**src/rtl/imem_port_arbiter_if.sv**
```systemverilog
`default_nettype none
// ============================================================================
// Module   : imem_port_arbiter_if
// Purpose  : Bundles the fetch requester, data requester and memory macro
//            signals of the shared program/data memory port arbiter.
// Modports : slave  - arbiter view (takes requests, drives the memory)
//            master - environment view (requesters plus memory macro)
// Signals  : if_req/if_addr/if_ready/if_rvalid/if_rdata      fetch port
//            d_req/d_we/d_addr/d_wdata/d_be/d_ready/
//            d_rvalid/d_rdata                                 data port
//            mem_en/mem_we/mem_addr/mem_wdata/mem_be/mem_rdata memory side
// Revision : 1.0 - initial release
// ============================================================================
interface imem_port_arbiter_if #(
  parameter int ADDR_WIDTH = 32,
  parameter int DATA_WIDTH = 32
);
  logic                    if_req;
  logic [ADDR_WIDTH-1:0]   if_addr;
  logic                    if_ready;
  logic                    if_rvalid;
  logic [DATA_WIDTH-1:0]   if_rdata;

  logic                    d_req;
  logic                    d_we;
  logic [ADDR_WIDTH-1:0]   d_addr;
  logic [DATA_WIDTH-1:0]   d_wdata;
  logic [DATA_WIDTH/8-1:0] d_be;
  logic                    d_ready;
  logic                    d_rvalid;
  logic [DATA_WIDTH-1:0]   d_rdata;

  logic                    mem_en;
  logic                    mem_we;
  logic [ADDR_WIDTH-1:0]   mem_addr;
  logic [DATA_WIDTH-1:0]   mem_wdata;
  logic [DATA_WIDTH/8-1:0] mem_be;
  logic [DATA_WIDTH-1:0]   mem_rdata;

  modport slave (
    input  if_req, if_addr, d_req, d_we, d_addr, d_wdata, d_be, mem_rdata,
    output if_ready, if_rvalid, if_rdata, d_ready, d_rvalid, d_rdata,
           mem_en, mem_we, mem_addr, mem_wdata, mem_be
  );

  modport master (
    output if_req, if_addr, d_req, d_we, d_addr, d_wdata, d_be, mem_rdata,
    input  if_ready, if_rvalid, if_rdata, d_ready, d_rvalid, d_rdata,
           mem_en, mem_we, mem_addr, mem_wdata, mem_be
  );
endinterface
`default_nettype wire

```
**src/rtl/imem_port_arbiter.sv**
```systemverilog
`default_nettype none
// ============================================================================
// Module   : imem_port_arbiter
// Purpose  : Shares one single-ported synchronous-read memory between the
//            instruction fetch port and the data load/store port. One access
//            per cycle; read data is routed back to its owner one cycle later.
//            A bounded counter stops data traffic from starving fetch.
// Ports    : clk   - system clock, rising edge
//            rst_n - asynchronous active-low reset
//            bus   - imem_port_arbiter_if.slave (fetch, data, memory signals)
// Revision : 1.0 - initial release
// ============================================================================
module imem_port_arbiter #(
  parameter int ADDR_WIDTH   = 32,
  parameter int DATA_WIDTH   = 32,
  parameter int STARVE_LIMIT = 4
) (
  input  wire                   clk,
  input  wire                   rst_n,
  imem_port_arbiter_if.slave    bus
);

  localparam logic [3:0] c_starve_limit = 4'(STARVE_LIMIT);

  typedef enum logic [1:0] {
    IDLE    = 2'd0,
    RESP_IF = 2'd1,
    RESP_D  = 2'd2
  } state_t;

  state_t     r_state;
  logic [3:0] r_starve_cnt;

  logic w_d_gnt;
  logic w_if_gnt;

  // Data wins unless fetch is waiting and has already lost STARVE_LIMIT times
  // in a row. Both grants are held low while reset is asserted.
  always_comb begin
    w_d_gnt  = 1'b0;
    w_if_gnt = 1'b0;
    if (rst_n) begin
      w_d_gnt  = bus.d_req && (!bus.if_req || (r_starve_cnt < c_starve_limit));
      w_if_gnt = bus.if_req && !w_d_gnt;
    end
  end

  // Memory request mux; word address drops the byte-offset bits.
  always_comb begin
    bus.mem_en    = 1'b0;
    bus.mem_we    = 1'b0;
    bus.mem_addr  = '0;
    bus.mem_wdata = '0;
    bus.mem_be    = '0;
    if (w_if_gnt) begin
      bus.mem_en   = 1'b1;
      bus.mem_addr = {2'b00, bus.if_addr[ADDR_WIDTH-1:2]};
      bus.mem_be   = '1;
    end else if (w_d_gnt) begin
      bus.mem_en    = 1'b1;
      bus.mem_we    = bus.d_we;
      bus.mem_addr  = {2'b00, bus.d_addr[ADDR_WIDTH-1:2]};
      bus.mem_wdata = bus.d_wdata;
      bus.mem_be    = bus.d_be;
    end
  end

  assign bus.if_ready = w_if_gnt;
  assign bus.d_ready  = w_d_gnt;

  // Owner register and starvation counter. The owner recorded in cycle N
  // steers mem_rdata in cycle N+1, independent of the grant in N+1.
  always_ff @(posedge clk or negedge rst_n) begin
    if (!rst_n) begin
      r_state      <= IDLE;
      r_starve_cnt <= 4'd0;
    end else begin
      if (w_if_gnt) begin
        r_state <= RESP_IF;
      end else if (w_d_gnt && !bus.d_we) begin
        r_state <= RESP_D;
      end else begin
        r_state <= IDLE;
      end

      if (w_if_gnt || !bus.if_req) begin
        r_starve_cnt <= 4'd0;
      end else if (w_d_gnt && (r_starve_cnt < c_starve_limit)) begin
        r_starve_cnt <= r_starve_cnt + 4'd1;
      end
    end
  end

  assign bus.if_rvalid = (r_state == RESP_IF);
  assign bus.d_rvalid  = (r_state == RESP_D);
  assign bus.if_rdata  = (r_state == RESP_IF) ? bus.mem_rdata : '0;
  assign bus.d_rdata   = (r_state == RESP_D)  ? bus.mem_rdata : '0;

endmodule
`default_nettype wire
```
**src/flat_wrapper.sv**
```systemverilog
// flat-port wrapper written by rule: the top's interface ports become plain ports
module imem_port_arbiter_flat 
#(
  parameter int ADDR_WIDTH   = 32,
  parameter int DATA_WIDTH   = 32,
  parameter int STARVE_LIMIT = 4
)
  (clk, rst_n, bus_if_req, bus_if_addr, bus_d_req, bus_d_we, bus_d_addr, bus_d_wdata, bus_d_be, bus_mem_rdata, bus_if_ready, bus_if_rvalid, bus_if_rdata, bus_d_ready, bus_d_rvalid, bus_d_rdata, bus_mem_en, bus_mem_we, bus_mem_addr, bus_mem_wdata, bus_mem_be);
  imem_port_arbiter_if #(.ADDR_WIDTH(ADDR_WIDTH), .DATA_WIDTH(DATA_WIDTH)) bus_i ();
  input  wire clk;
  input  wire rst_n;
  input wire logic [$bits(bus_i.if_req)-1:0] bus_if_req;
  input wire logic [$bits(bus_i.if_addr)-1:0] bus_if_addr;
  input wire logic [$bits(bus_i.d_req)-1:0] bus_d_req;
  input wire logic [$bits(bus_i.d_we)-1:0] bus_d_we;
  input wire logic [$bits(bus_i.d_addr)-1:0] bus_d_addr;
  input wire logic [$bits(bus_i.d_wdata)-1:0] bus_d_wdata;
  input wire logic [$bits(bus_i.d_be)-1:0] bus_d_be;
  input wire logic [$bits(bus_i.mem_rdata)-1:0] bus_mem_rdata;
  output wire logic [$bits(bus_i.if_ready)-1:0] bus_if_ready;
  output wire logic [$bits(bus_i.if_rvalid)-1:0] bus_if_rvalid;
  output wire logic [$bits(bus_i.if_rdata)-1:0] bus_if_rdata;
  output wire logic [$bits(bus_i.d_ready)-1:0] bus_d_ready;
  output wire logic [$bits(bus_i.d_rvalid)-1:0] bus_d_rvalid;
  output wire logic [$bits(bus_i.d_rdata)-1:0] bus_d_rdata;
  output wire logic [$bits(bus_i.mem_en)-1:0] bus_mem_en;
  output wire logic [$bits(bus_i.mem_we)-1:0] bus_mem_we;
  output wire logic [$bits(bus_i.mem_addr)-1:0] bus_mem_addr;
  output wire logic [$bits(bus_i.mem_wdata)-1:0] bus_mem_wdata;
  output wire logic [$bits(bus_i.mem_be)-1:0] bus_mem_be;
  assign bus_i.if_req = bus_if_req;
  assign bus_i.if_addr = bus_if_addr;
  assign bus_i.d_req = bus_d_req;
  assign bus_i.d_we = bus_d_we;
  assign bus_i.d_addr = bus_d_addr;
  assign bus_i.d_wdata = bus_d_wdata;
  assign bus_i.d_be = bus_d_be;
  assign bus_i.mem_rdata = bus_mem_rdata;
  assign bus_if_ready = bus_i.if_ready;
  assign bus_if_rvalid = bus_i.if_rvalid;
  assign bus_if_rdata = bus_i.if_rdata;
  assign bus_d_ready = bus_i.d_ready;
  assign bus_d_rvalid = bus_i.d_rvalid;
  assign bus_d_rdata = bus_i.d_rdata;
  assign bus_mem_en = bus_i.mem_en;
  assign bus_mem_we = bus_i.mem_we;
  assign bus_mem_addr = bus_i.mem_addr;
  assign bus_mem_wdata = bus_i.mem_wdata;
  assign bus_mem_be = bus_i.mem_be;
  imem_port_arbiter #(.ADDR_WIDTH(ADDR_WIDTH), .DATA_WIDTH(DATA_WIDTH), .STARVE_LIMIT(STARVE_LIMIT)) u_core (.clk(clk), .rst_n(rst_n), .bus(bus_i));
endmodule
```
**config.mk**
```make
export PLATFORM = sky130hd
export DESIGN_NAME = imem_port_arbiter_flat
export DESIGN_NICKNAME = d
export VERILOG_FILES = /design/src/rtl/imem_port_arbiter_if.sv /design/src/rtl/imem_port_arbiter.sv /design/src/flat_wrapper.sv
export SDC_FILE = /design/constraint.sdc
export NUM_CORES = 1
export LEC_CHECK = 0
export BUFFER_PORTS_ARGS = -buffer_cell sky130_fd_sc_hd__buf_2
export CAP_MARGIN = 15
export CORE_AREA = 3 3 105 107
export CTS_CLUSTER_SIZE = 24
export DETAILED_ROUTE_END_ITERATION = 16
export DIE_AREA = 0 0 108 110
export GPL_TIMING_DRIVEN = 0
export PLACE_DENSITY_LB_ADDON = 0.2
export REMOVE_ABC_BUFFERS = 1
export SETUP_SLACK_MARGIN = 0.15
export SYNTH_ARGS = -nofsm -noshare
export SYNTH_HDL_FRONTEND = slang
export SYNTH_SLANG_ARGS = --single-unit
```
**constraint.sdc**
```tcl
create_clock -name clk -period 1.65 [get_ports clk]
set_input_delay 0.33 -clock clk [delete_from_list [all_inputs] [get_ports clk]]
set_output_delay 0.33 -clock clk [all_outputs]
set_load 0.05 [all_outputs]
```
[Yosys cells after proc, flatten, opt, wreduce, memory -nomap -nowiden]
Index checks and enable logic that the tools add are counted.
Storage, ports and cells
  ROM bits: 0
  output and inout bits: 138
  bits in latches: 0
  register bits: 6
  memories: 0
  input port bits: 137
  word-level logic and storage cells: 34
  memory bits (writable): 0
Cells by class
  reduce and logical (&&, ||, !) cells: 10
  mux-type cells: 18
  multiply operators: 0
  $add $sub $neg: 1
  div/mod/pow operators: 0
  eq/ne operators: 2
  order comparisons: 1
  bitwise logic cells: 0
  shift-type cells: 0
Operators with widths (number)
  $mux W32: 5
  $mux W30: 1
  $mux W4: 4
  $mux W1: 6
  $add A4 B1 Y4 const B: 1
  $logic_and A1 B1 Y1: 4
  $lt A4 B3 Y1 const B: 1
  $mux W2: 2
  $logic_not A1 Y1: 3
  $eq A2 B1 Y1 const B: 1
  $eq A2 B2 Y1 const B: 1
  $logic_or A1 B1 Y1: 2
  $reduce_bool A2 Y1: 1

[Logic depth before layout (Yosys ltp)]
  depth after elaboration: 8
  mapped depth: 5
  depth with buffers taken out: 3

[Least setup slack after synthesis]
OpenSTA, ideal clock, no wires.
  path kind: input to output
  from: input rst_n
  to: output bus_mem_addr[24]
  arrival: 1.666 ns
  slack: -0.346 ns
  path buffers: 3
  required time: 1.320 ns
  stages: 5
  path through: buf_2 > buf_4 > buf_2 > nand3_1 > o22ai_1
On the way
  longest elaborated chain between the ends: 3
  elaborated cells between the ends (all ways): 4
  classes of those cells: mux: 4
RTL lines
  start, declared: RTL line flat_wrapper.sv:11  | input wire rst_n;
  $mux W1: RTL line imem_port_arbiter.sv:42  | if (rst_n) begin
  $mux W30: RTL line imem_port_arbiter.sv:59  | end else if (w_d_gnt) begin
  $mux W32 (*): RTL line imem_port_arbiter.sv:55  | if (w_if_gnt) begin
  end, declared: RTL line flat_wrapper.sv:28  | output wire logic [$bits(bus_i.mem_addr)-1:0] bus_mem_addr;
Mark *: on every way between the ends. The rest lies on a longest branch, timed or not.

[Worst setup path in the final report]
  from: register u_core.r_starve_cnt[2]
  to: output bus_mem_addr[13]
On the way
  longest elaborated chain between the ends: 7
  elaborated cells between the ends (all ways): 9
  classes of those cells: order compare: 1; mux: 4; reduce/logical: 4
RTL lines
  start, declared: RTL line imem_port_arbiter.sv:32  | logic [3:0] r_starve_cnt;
  start signal, assigned: RTL line imem_port_arbiter.sv:89  | r_starve_cnt <= r_starve_cnt + 4'd1;
  $lt A4 B3 Y1 (*): RTL line imem_port_arbiter.sv:43  | w_d_gnt = bus.d_req && (!bus.if_req || (r_starve_cnt < c_starve_limit));
  $logic_or A1 B1 Y1 (*): RTL line imem_port_arbiter.sv:43
  $logic_and A1 B1 Y1 (*): RTL line imem_port_arbiter.sv:43
  $logic_not A1 Y1: RTL line imem_port_arbiter.sv:44  | w_if_gnt = bus.if_req && !w_d_gnt;
  $logic_and A1 B1 Y1: RTL line imem_port_arbiter.sv:44
  $mux W1: RTL line imem_port_arbiter.sv:42
  $mux W32 (*): RTL line imem_port_arbiter.sv:55
Marks and branches as above.

==> impl_summary.md <==
Floorplan
The die is around 110 um tall. around 280 I/O pins were placed. After floorplanning, the core was divided into 37 placement rows. The die area is between 10000 and 15000 sq um. The area of the core is 10200 sq um.

The die boundary width is between 100 and 150 um. Once the floorplan was initialized, standard cells occupied 16.1% of the core.

Timing
Static timing analysis puts the maximum clock frequency at between 500 and 600 MHz. The final setup violation count is 129. Setup repair after global routing could not meet its margin everywhere. After layout, the worst path uses 113% of the clock period. Once routing completed, OpenROAD measured the worst setup slack at -0.221 ns. The count of final hold-check violations is 0. Adding up every negative setup slack in the final design gives -17.43 ns.

The minimum period implied by the final worst setup slack is 1.87 ns. The number of pins with negative max-slew slack in the final report is 0. The worst clock skew is slightly above 0.005 ns.

Logic synthesis
The proportion of synthesized chip area in sequential cells is about 9.1%. The cell area after synthesis is around 1600 sq um. The count of synthesis-stage warnings from yosys is 0. In the synthesized netlist, the number of instances is about 260. After synthesis, the netlist uses 24 different library cells. The average instance area after synthesis is 6.36 sq um. Counting flops and latches in the post-synthesis netlist gives 6.

Clock network
The total CTS buffers is 3. The count of H-tree levels built during CTS is 1. The total clock sinks is 6. The clock reaches the later pin of the worst-skew pair after ~0.22 ns.

TritonCTS built the clock tree. The clock transition time at the flip-flop clock pins of the worst setup and hold paths is roughly 0.04 ns. The clock tree root buffer cell is sky130_fd_sc_hd__clkbuf_8. The maximum root-to-sink buffer count is 2.

Power
The power density relative to cell area is roughly 350 nW/um^2. Power comes to 1.84 mW. The largest voltage drop on the vdd net is approximately 220 uV. For this design the static power due to leakage is 2.50 nW.

Route
The length of routed met3 wiring is around 1100 um. Dividing the detail-routed wire length by the instance count gives approximately 20 um. Once detail routing completed, the nets flagged for antenna violations numbered 0.

The routed design has about 13000 um of wire. The first detailed-routing pass ran for 4 iterations. The number of violations reported at the end of detailed-routing iteration 0 is ~140.

For this run, design rule violations remaining after detail routing come to 0. After detailed routing, the wire length on met1 is between 5000 and 6000 um. For this block, the via count after detailed routing is around 3.3k.

Signal routing reaches up to met5. After detailed routing, the met2 layer carries approximately 7000 um of wire. After detailed routing, the number of vias per cell comes to 4.83.

Global routing
Global routing used between 15 and 20% of the available tracks across all layers. The via count of the first global-routing pass is 3033. The global-route wire length before repair is 16800 um. Entering global routing, the biggest net connects 78 pins. The total congestion overflow is 0.

The number of antenna violations at the first check in global routing was 2.

Critical path
The data arrival time of the critical path is about 1.5 ns. The type of element capturing the critical path is an output pin. STA classifies the critical path startpoint as a flop. The endpoint required time on the critical path is 1.32 ns. The setup path with the least slack is of type reg -> out. The capturing point of the worst reg2reg path is u_core.r_starve_cnt[0].

The origin of the worst setup path is u_core.r_starve_cnt[2]. In this run the register-to-register setup slack is 0.36 ns. The critical path contains buffers and inverters numbering 2 combined. The top fanout value on the critical path is 8. Among cell families on the critical path, the largest total delay comes from flip-flops. The library cell contributing the largest single delay on the critical path is sky130_fd_sc_hd__dfrtp_2.

The startpoint of the lowest-slack register-to-register path is u_core.r_starve_cnt[3]. In this design, the stage delay of the slowest critical-path cell is between 0.4 and 0.5 ns. The worst reg2reg path depth is 3. The critical path goes through buf_12 > o21a_4 > o22ai_1 > buf_4.

Layout
Relative to the synthesized area, the layout overhead comes to 215%. The fraction of layout instances using a drive strength above 1 is between 70% and 80%. The library cells used most frequently in the layout, excluding fill and tap cells, are sky130_fd_sc_hd__buf_2 (130), sky130_fd_sc_hd__buf_8 (84), sky130_fd_sc_hd__and2_4 (66), sky130_fd_sc_hd__nand3_1 (62), sky130_fd_sc_hd__buf_6 (57). The final layout net count is 678. Leaving out fill and tap cells, the most frequent cell in the layout is sky130_fd_sc_hd__buf_2. The count of fill cells added during filler insertion is just over 900.

Status
The flow ran to the end, but the final reports show violations. The checks that failed: setup timing.

Run
The number of violations of the max-capacitance limit is 0.

Place
Detailed placement ended at an HPWL of roughly 7200 um. At the end of routability-driven placement, the weighted congestion stood at a little over 0.7. The count of buffers inserted at the top-level ports is 268.

Min path
The class of the worst hold path is in -> async.
-- state kept, by name, summed over array words and instances, names as in the netlist --
signal	count
u_core.r_starve_cnt	4
u_core.r_state	2
-- layer usage --
layer	vias up	GRT usage, %
li1	1493	-
met3	17	2.04
met1	1569	21.5
met5	-	0
met2	180	34.0
met4	2	5.23
-- worst register-to-register path: stages, from the launching register on --
cell                      delay, ns
sky130_fd_sc_hd__dfrtp_2       0.44
sky130_fd_sc_hd__buf_6         0.15
sky130_fd_sc_hd__or3b_4        0.39
sky130_fd_sc_hd__o31ai_2       0.22
-- report_power, final --
part / internal, mW / total (mW) / switching, mW
combinational: 0.621 / 1.46 / 0.836
sequential: 0.152 / 0.158 / 0.00590
clock: 0.157 / 0.224 / 0.0670
-- cell type report --
cell class	instances	area (sq um)	area share (%)
antenna	1	2.50	0.0482
clock buffer	3	41.3	0.795
multi-input combinational	225	1850	35.6
sequential	6	155	2.99
tap	136	170	3.28
timing repair buffer	304	2970	57.3
-- kinds of logic after synthesis --
logic type | count (synthesis) | synth area share, %
other | 1 | 0.228
DFF | 6 | 9.11
and+or+nand+nor | 174 | 61.4
AOI/OAI and AO/OA | 40 | 16.4
buffers and inverters | 37 | 12.1
adders and majority gates | 1 | 0.759
-- per-stage QoR --
| step | setup slack [ns] | std cells | util [%] | hold slack, ns | instance area (sq um) |
|---|---|---|---|---|---|
| after CTS | -0.201 | 663 | 45.4 | 0.0433 | 4650 |
| after floorplan | -0.961 | 223 | - | 0.0344 | 1450 |
| final | -0.221 | 675 | 50.7 | 0.00610 | 5190 |
| after detailed placement | -1.41 | 628 | 29.3 | 0.497 | 3000 |
| after global routing | -0.289 | 675 | 50.7 | 0.0137 | 5190 |
| after global placement | -1.30 | 627 | 29.0 | 0.490 | 2960 |
-- cells in the mapped netlist, drive strengths merged --
cell type / instances / area [sq um]
and2: 65 / 407
and3: 33 / 206
buf: 21 / 136
clkbuf: 16 / 62.6
conb: 1 / 3.75
dfrtp: 6 / 150
ha: 1 / 12.5
nand2: 4 / 15.0
nand3: 62 / 310
nand3b: 2 / 15.0
nor2: 3 / 11.3
nor2b: 2 / 12.5
nor3: 1 / 5.00
nor3b: 1 / 18.8
o21a: 2 / 15.0
o21ai: 2 / 13.8
o22ai: 31 / 194
o2bb2ai: 4 / 35.0
o31ai: 1 / 12.5
or3b: 1 / 11.3
-- worst max path at each step --
| stage | end | cells past startpoint |
|---|---|---|
| 2_1_floorplan | bus_d_rdata[0] | 2 |
| 3_3_place_gp | bus_mem_wdata[19] | 4 |
| 3_5_place_dp | bus_mem_wdata[19] | 4 |
| 4_1_cts | bus_mem_addr[19] | 4 |
| 5_1_grt | bus_mem_addr[26] | 5 |
| 6_report | bus_mem_addr[13] | 4 |
-- repair_timing --
item / 4_1_cts / 5_1_grt
pin swaps: 47 / 32
gates cloned: 11 / 4
resized for setup: 403 / 88
hold buffers: 0 / 0
endpoints found under the setup margin: 140 / 136
setup buffers: 21 / 7
Note: power is estimated with default switching activity, not from simulation.
